`src/rtl/i2t_pkg.sv`:
```
// i2t_pkg: state encoding, saturating accumulator arithmetic and level sanity check for i2t_guard_multi.
package i2t_pkg;
    typedef enum logic [1:0] {RUN, TRIP, COOL} i2t_state_t;

    function automatic logic [63:0] sat_add(input logic [63:0] a, input logic [63:0] b, input logic [63:0] max_v);
        return (a > max_v - b) ? max_v : a + b;
    endfunction

    function automatic logic [63:0] floor_sub(input logic [63:0] a, input logic [63:0] b, input logic [63:0] floor_v);
        return (a < floor_v + b) ? floor_v : a - b;
    endfunction

    function automatic logic params_ok(input int acc_w, input int inc, input int trip, input int warn, input int rel);
        return (64'(trip) + 64'(inc) < (64'd1 << acc_w)) && (rel < warn) && (warn <= trip);
    endfunction
endpackage

```
`src/rtl/i2t_channel.sv`:
```
// i2t_channel: one leaky I2t accumulator with RUN/TRIP/COOL FSM, cool-down counter and saturating trip counter.
// Define I2T_LATCH_EN to make TRIP sticky until clr_fault arrives with the accumulator drained.
module i2t_channel
    import i2t_pkg::*;
#(
    parameter int ACC_W       = 32,
    parameter int INC         = 4,
    parameter int DEC         = 2,
    parameter int TRIP_LVL    = 100000000,
    parameter int WARN_LVL    = 50000000,
    parameter int RELEASE_LVL = 3,
    parameter int COOL_CYC    = 1000,
    parameter int CNT_W       = 8
) (
    input  logic             clk,
    input  logic             rst_n,
    input  logic             i_oc,
    input  logic             i_clr,
    output logic             o_act,
    output logic             o_warn,
    output logic             o_pulse,
    output logic [CNT_W-1:0] o_cnt,
    output logic             o_run_nxt
);
    localparam int               CW     = (COOL_CYC > 0) ? $clog2(COOL_CYC + 1) : 1;
    localparam logic [63:0]      MAX_V  = (64'd1 << ACC_W) - 64'd1;
    localparam logic [ACC_W-1:0] TRIP_V = ACC_W'(TRIP_LVL);
    localparam logic [ACC_W-1:0] WARN_V = ACC_W'(WARN_LVL);
    localparam logic [ACC_W-1:0] REL_V  = ACC_W'(RELEASE_LVL);
    localparam logic [ACC_W-1:0] DEC_V  = ACC_W'(DEC);
    localparam logic [CW-1:0]    COOL_V = CW'(COOL_CYC);

    i2t_state_t       r_state, w_state_nxt;
    logic [ACC_W-1:0] r_acc, w_acc_nxt, w_add, w_sub;
    logic [CW-1:0]    r_cool, w_cool_nxt;
    logic [CNT_W-1:0] r_cnt, w_cnt_nxt;
    logic             r_act, r_warn, r_pulse;
    logic             w_over, w_rel, w_trip;

    assign w_add  = ACC_W'(sat_add(64'(r_acc), 64'(INC), MAX_V));
    assign w_sub  = ACC_W'(floor_sub(64'(r_acc), 64'(DEC), 64'(DEC)));
    assign w_over = i_oc && (r_acc > TRIP_V);
`ifdef I2T_LATCH_EN
    assign w_rel  = !i_oc && i_clr && (r_acc <= REL_V);
`else
    assign w_rel  = !i_oc && (r_acc <= REL_V);
`endif

    always_comb begin
        w_state_nxt = r_state;
        w_acc_nxt   = i_oc ? w_add : w_sub;
        w_cool_nxt  = r_cool;
        w_trip      = 1'b0;
        case (r_state)
            RUN: if (w_over) begin
                w_state_nxt = TRIP;
                w_acc_nxt   = TRIP_V;
                w_trip      = 1'b1;
            end
            TRIP: if (i_oc) begin
                w_acc_nxt = TRIP_V;
            end else if (w_rel) begin
                w_acc_nxt   = DEC_V;
                w_state_nxt = (COOL_CYC == 0) ? RUN : COOL;
                w_cool_nxt  = COOL_V;
            end
            COOL: begin
                w_cool_nxt = r_cool - CW'(1);
                if (w_over) begin
                    w_state_nxt = TRIP;
                    w_acc_nxt   = TRIP_V;
                end else if (r_cool == CW'(1)) begin
                    w_state_nxt = RUN;
                end
            end
            default: w_state_nxt = RUN;
        endcase
    end

    // a trip coinciding with clr_fault still counts, so the count restarts at 1
    assign w_cnt_nxt = w_trip ? (i_clr ? CNT_W'(1) : (&r_cnt ? r_cnt : r_cnt + CNT_W'(1)))
                              : (i_clr ? '0 : r_cnt);
    assign o_run_nxt = (w_state_nxt == RUN);

    always_ff @(posedge clk or negedge rst_n) begin
        if (!rst_n) begin
            r_state <= RUN;
            r_acc   <= DEC_V;
            r_cool  <= '0;
            r_cnt   <= '0;
            r_act   <= 1'b1;
            r_warn  <= 1'b0;
            r_pulse <= 1'b0;
        end else begin
            r_state <= w_state_nxt;
            r_acc   <= w_acc_nxt;
            r_cool  <= w_cool_nxt;
            r_cnt   <= w_cnt_nxt;
            r_act   <= o_run_nxt;
            r_warn  <= o_run_nxt && (w_acc_nxt >= WARN_V);
            r_pulse <= w_trip;
        end
    end

    assign o_act   = r_act;
    assign o_warn  = r_warn;
    assign o_pulse = r_pulse;
    assign o_cnt   = r_cnt;
endmodule

```
`src/rtl/i2t_guard_multi.sv`:
```
// i2t_guard_multi: N_CH independent I2t over-current guards gating the drive enables, plus a registered trip_any.
// Optional macro I2T_LATCH_EN (see i2t_channel) makes trips sticky until clr_fault.
module i2t_guard_multi
    import i2t_pkg::*;
#(
    parameter int N_CH        = 4,
    parameter int ACC_W       = 32,
    parameter int INC         = 4,
    parameter int DEC         = 2,
    parameter int TRIP_LVL    = 100000000,
    parameter int WARN_LVL    = 50000000,
    parameter int RELEASE_LVL = 3,
    parameter int COOL_CYC    = 1000,
    parameter int CNT_W       = 8
) (
    input  logic                  clk,
    input  logic                  rst_n,
    input  logic [N_CH-1:0]       over_current,
    input  logic                  clr_fault,
    output logic [N_CH-1:0]       act,
    output logic [N_CH-1:0]       warn,
    output logic                  trip_any,
    output logic [N_CH-1:0]       trip_pulse,
    output logic [N_CH*CNT_W-1:0] trip_cnt
);
    logic [N_CH-1:0] w_run_nxt;
    logic            r_trip_any;

    if (!params_ok(ACC_W, INC, TRIP_LVL, WARN_LVL, RELEASE_LVL)) begin : g_bad_params
        $error("i2t_guard_multi: inconsistent ACC_W/INC/TRIP_LVL/WARN_LVL/RELEASE_LVL");
    end

    for (genvar c = 0; c < N_CH; c++) begin : g_ch
        i2t_channel #(
            .ACC_W(ACC_W), .INC(INC), .DEC(DEC), .TRIP_LVL(TRIP_LVL), .WARN_LVL(WARN_LVL),
            .RELEASE_LVL(RELEASE_LVL), .COOL_CYC(COOL_CYC), .CNT_W(CNT_W)
        ) u_ch (
            .clk      (clk),
            .rst_n    (rst_n),
            .i_oc     (over_current[c]),
            .i_clr    (clr_fault),
            .o_act    (act[c]),
            .o_warn   (warn[c]),
            .o_pulse  (trip_pulse[c]),
            .o_cnt    (trip_cnt[c*CNT_W +: CNT_W]),
            .o_run_nxt(w_run_nxt[c])
        );
    end

    // built from next states so it lands in the same clk as the channel outputs
    always_ff @(posedge clk or negedge rst_n) begin
        if (!rst_n) r_trip_any <= 1'b0;
        else        r_trip_any <= ~&w_run_nxt;
    end

    assign trip_any = r_trip_any;
endmodule

```
`config.mk`:
```
export PLATFORM = sky130hd
export DESIGN_NAME = i2t_guard_multi
export DESIGN_NICKNAME = d
export VERILOG_FILES = /design/src/rtl/i2t_pkg.sv /design/src/rtl/i2t_channel.sv /design/src/rtl/i2t_guard_multi.sv
export SDC_FILE = /design/constraint.sdc
export NUM_CORES = 1
export LEC_CHECK = 0
export CAP_MARGIN = 20
export CORE_MARGIN = 2
export CORE_UTILIZATION = 50
export DETAILED_ROUTE_END_ITERATION = 7
export PLACE_DENSITY = 0.67
export SLEW_MARGIN = 20
export SYNTH_ARGS = -nofsm -noshare
export SYNTH_HDL_FRONTEND = slang
export SYNTH_SLANG_ARGS = --single-unit
```
`constraint.sdc`:
```
create_clock -name clk -period 6.7 [get_ports clk]
set_clock_uncertainty 0.1 [all_clocks]
set_input_delay 1.005 -clock clk [delete_from_list [all_inputs] [get_ports clk]]
set_output_delay 1.005 -clock clk [all_outputs]
set_load 0.02 [all_outputs]
```
==> results.toml <==
[placed_design]
place.gp.congestion = 0.988
pre_cts_ws_ns = 2.23
dp_hpwl_um = 34800
dpl.cell_count = 2398
place_area_mm2 = 0.0172
io_buffer_count = 51

[synth]
synth.distinct_cells = 88
ys.flop_type = "dfrtp_1"
synth_warnings = 0
synth_area_mm2 = 0.0167
synth_cells = 2058
synth_area_per_cell_um2 = 8.10
synth_edf_count = 0
seq_area_frac_synth_pct = 33.2
async_reset_ff_share_pct = 100
syn_nets = 2097
ys_ff_latch = 221

[cts]
cts.sinks = 221
clkLatencyLatePin_ns = 0.55
cts-root-buf = "clkbuf_16"
post_cts_buffers = 0
cts_made_buffers = 27
cts_hold_buf = 0
cts_tree = "yes"
cts.repair.resized = 0
ctsHtreeMaxLevel = 1
cts_buffer_depth = 3
clk_pin_slew_ns = 0.06

[global_routing]
grt_pass1_wl_um = 80100
grt_antenna_before_repair = 2
grt_max_degree = 146
grt.overflow.total = 0
grt_pass1_vias = 15000
grt.total_usage_pct = 27.7

[power]
finalPower_w = 0.00420
max-vdd-ir-drop_v = 0.000213
power_density_mw_per_mm2 = 233
total_leakage_power_nw = 6.86

[finish]
layout-drive-gt1-share_pct = 5.89
stdcell_area_mm2 = 0.0180
diodes = 0
area_growth_pct = 8.23
fin_cells = 2446
design.final.nets = 2024

[die]
die_y_um = 187
num_rows = 66
num_io_pins = 52
start_util_pct = 51.0
core_mm2 = 0.0327
die-area_mm2 = 0.0348
die_w_um = 187

[detailed_routing]
wl_per_cell_um = 20.2
ant_nets = 0
wl_um = 49400
vias = 16000
first_pass_iters = 6
drt_iter0_drc = 1737
drc_errors = 0
vias_per_cell = 6.54

[sta]
setup_slack_ns = 2.14
slew_viol_final = 0
fmax_mhz = 219
tns_ns = 0
setup-violations-final = 0
grt_setup_unrepaired = "false"
final_hold_viol_count = 0
worst_pin_slew_ns = 1.04
maxSlewHeadroom_pct = 29.8
finalCritPeriodShare_pct = 68.0
min_period_ns = 4.56

[worst_setup_path]
worstPathRequired_ns = 7.06
end_kind = "flip-flop"
crit_type = "flip-flop to flip-flop"
crit_path_start_kind = "flip-flop"
cp.arrival_ns = 4.92
crit_fanout = 13

[worst_hold_path]
hold_path.class = "input pin to async pin"

[run]
maxCapViolCount = 0

[run_status]
status = "completed"
==> metrics by stage <==
step	hold slack (ns)	utilization [%]
2_1_floorplan	0.383	-
3_3_place_gp	0.403	52.5
3_5_place_dp	0.411	52.5
4_1_cts	0.345	55.2
5_1_grt	0.368	55.2
6_report	0.324	55.2
==> critical path: stages (launching register included) <==
cell	delay (ns)
dfrtp_1	0.56
nand4_1	0.47
or4_1	0.80
nor4_2	0.84
buf_4	0.31
o31ai_1	0.10
a221oi_1	0.56
and4_1	0.31
o311a_1	0.16
a211oi_1	0.06
o21ai_1	0.18
==> cell usage after synthesis (20+ instances only) <==
master | instances | area (µm²)
a31oi_1 | 21 | 131
inv_1 | 55 | 206
nand3_1 | 101 | 505
ha_1 | 32 | 400
nor2_1 | 192 | 721
clkbuf_1 | 122 | 458
a21oi_1 | 84 | 420
o31ai_1 | 20 | 150
nand2b_1 | 23 | 144
dfrtp_1 | 213 | 5330
or4_1 | 42 | 315
o21ai_0 | 89 | 445
nor4_1 | 82 | 513
nand2_1 | 174 | 653
o211ai_1 | 20 | 150
and2_1 | 23 | 144
or3_1 | 31 | 194
xnor2_1 | 107 | 937
xor2_1 | 89 | 780
and4_1 | 24 | 210
nand4_1 | 73 | 457
nor3_1 | 78 | 390
buf_2 | 23 | 115
and3_1 | 42 | 263
==> flip-flops by register name, summed over array words and instances, names as in the netlist <==
signal and cells:
g_ch.u_ch.o_warn 4, g_ch.u_ch.r_state 8, g_ch.u_ch.r_cool 40, g_ch.u_ch.o_cnt 32
trip_any 1, g_ch.u_ch.r_acc 128, g_ch.u_ch.o_act 4, g_ch.u_ch.o_pulse 4
==> layout make-up <==
class,instances,area [µm²]
multi-input combinational,1614,10200
sequential,221,5540
tap,442,553
clock inverter,8,93.8
timing repair buffer,66,641
inverter,55,206
clock buffer,40,795
fill,3043,14700
==> final timing paths <==
| kind | from | endpoint | slack (ns) | cells past startpoint |
|---|---|---|---|---|
| max reg2reg | g_ch[3].u_ch.r_acc[4] | g_ch[3].u_ch.o_warn | 2.14 | 10 |
| max in group asynchronous | rst_n | g_ch[2].u_ch.r_acc[0] | 4.97 | 2 |
| max | g_ch[3].u_ch.r_acc[4] | g_ch[3].u_ch.o_warn | 2.14 | 10 |
| min reg2reg | g_ch[2].u_ch.r_cool[9] | g_ch[2].u_ch.r_cool[9] | 0.42 | 2 |
| min | rst_n | g_ch[3].u_ch.r_acc[6] | 0.32 | 1 |
| min in group clk | g_ch[2].u_ch.r_cool[9] | g_ch[2].u_ch.r_cool[9] | 0.42 | 2 |
==> cells by family after synthesis <==
group / after synthesis / share of synthesized area [%]
multiplexers: 10 / 0.630
buffers and inverters: 223 / 5.56
flip-flops: 221 / 33.2
XOR/XNOR: 196 / 10.3
AND/OR/NAND/NOR: 967 / 31.3
AO/OA/AOI/OAI: 409 / 16.6
adder cells (fa/ha/maj): 32 / 2.40
==> layout by cell type (no fill, tap or decap), types with 24 or more instances in the layout <==
cell,Yosys,routed
nand2_1,174,174
ha_1,32,32
xor2_1,89,89
nor2_1,192,192
and4_1,24,24
nor4_1,82,81
nor3_1,78,78
nand3_1,101,101
o21ai_0,89,89
dfrtp_1,213,213
or4_1,42,42
clkdlybuf4s50_1,0,50
clkbuf_16,0,27
nand4_1,73,73
a21oi_1,84,84
and3_1,42,42
inv_1,55,55
xnor2_1,107,107
or3_1,31,31
==> power by group <==
group	switching, W	total, W	internal, W
sequential	0.000284	0.00175	0.00146
clock	0.000573	0.00146	0.000890
combinational	0.000601	0.000985	0.000383
total	0.00146	0.00420	0.00274
==> layer usage <==
| metal | global-route usage, % | part of all wire, % |
|---|---|---|
| met2 | 43.3 | 45 |
| met3 | 5.44 | 8.5 |
| met1 | 37.8 | 42 |
| met4 | 11.1 | 4.0 |
| met5 | 0 | 0 |
No activity file was read; power rests on OpenSTA's default activity.
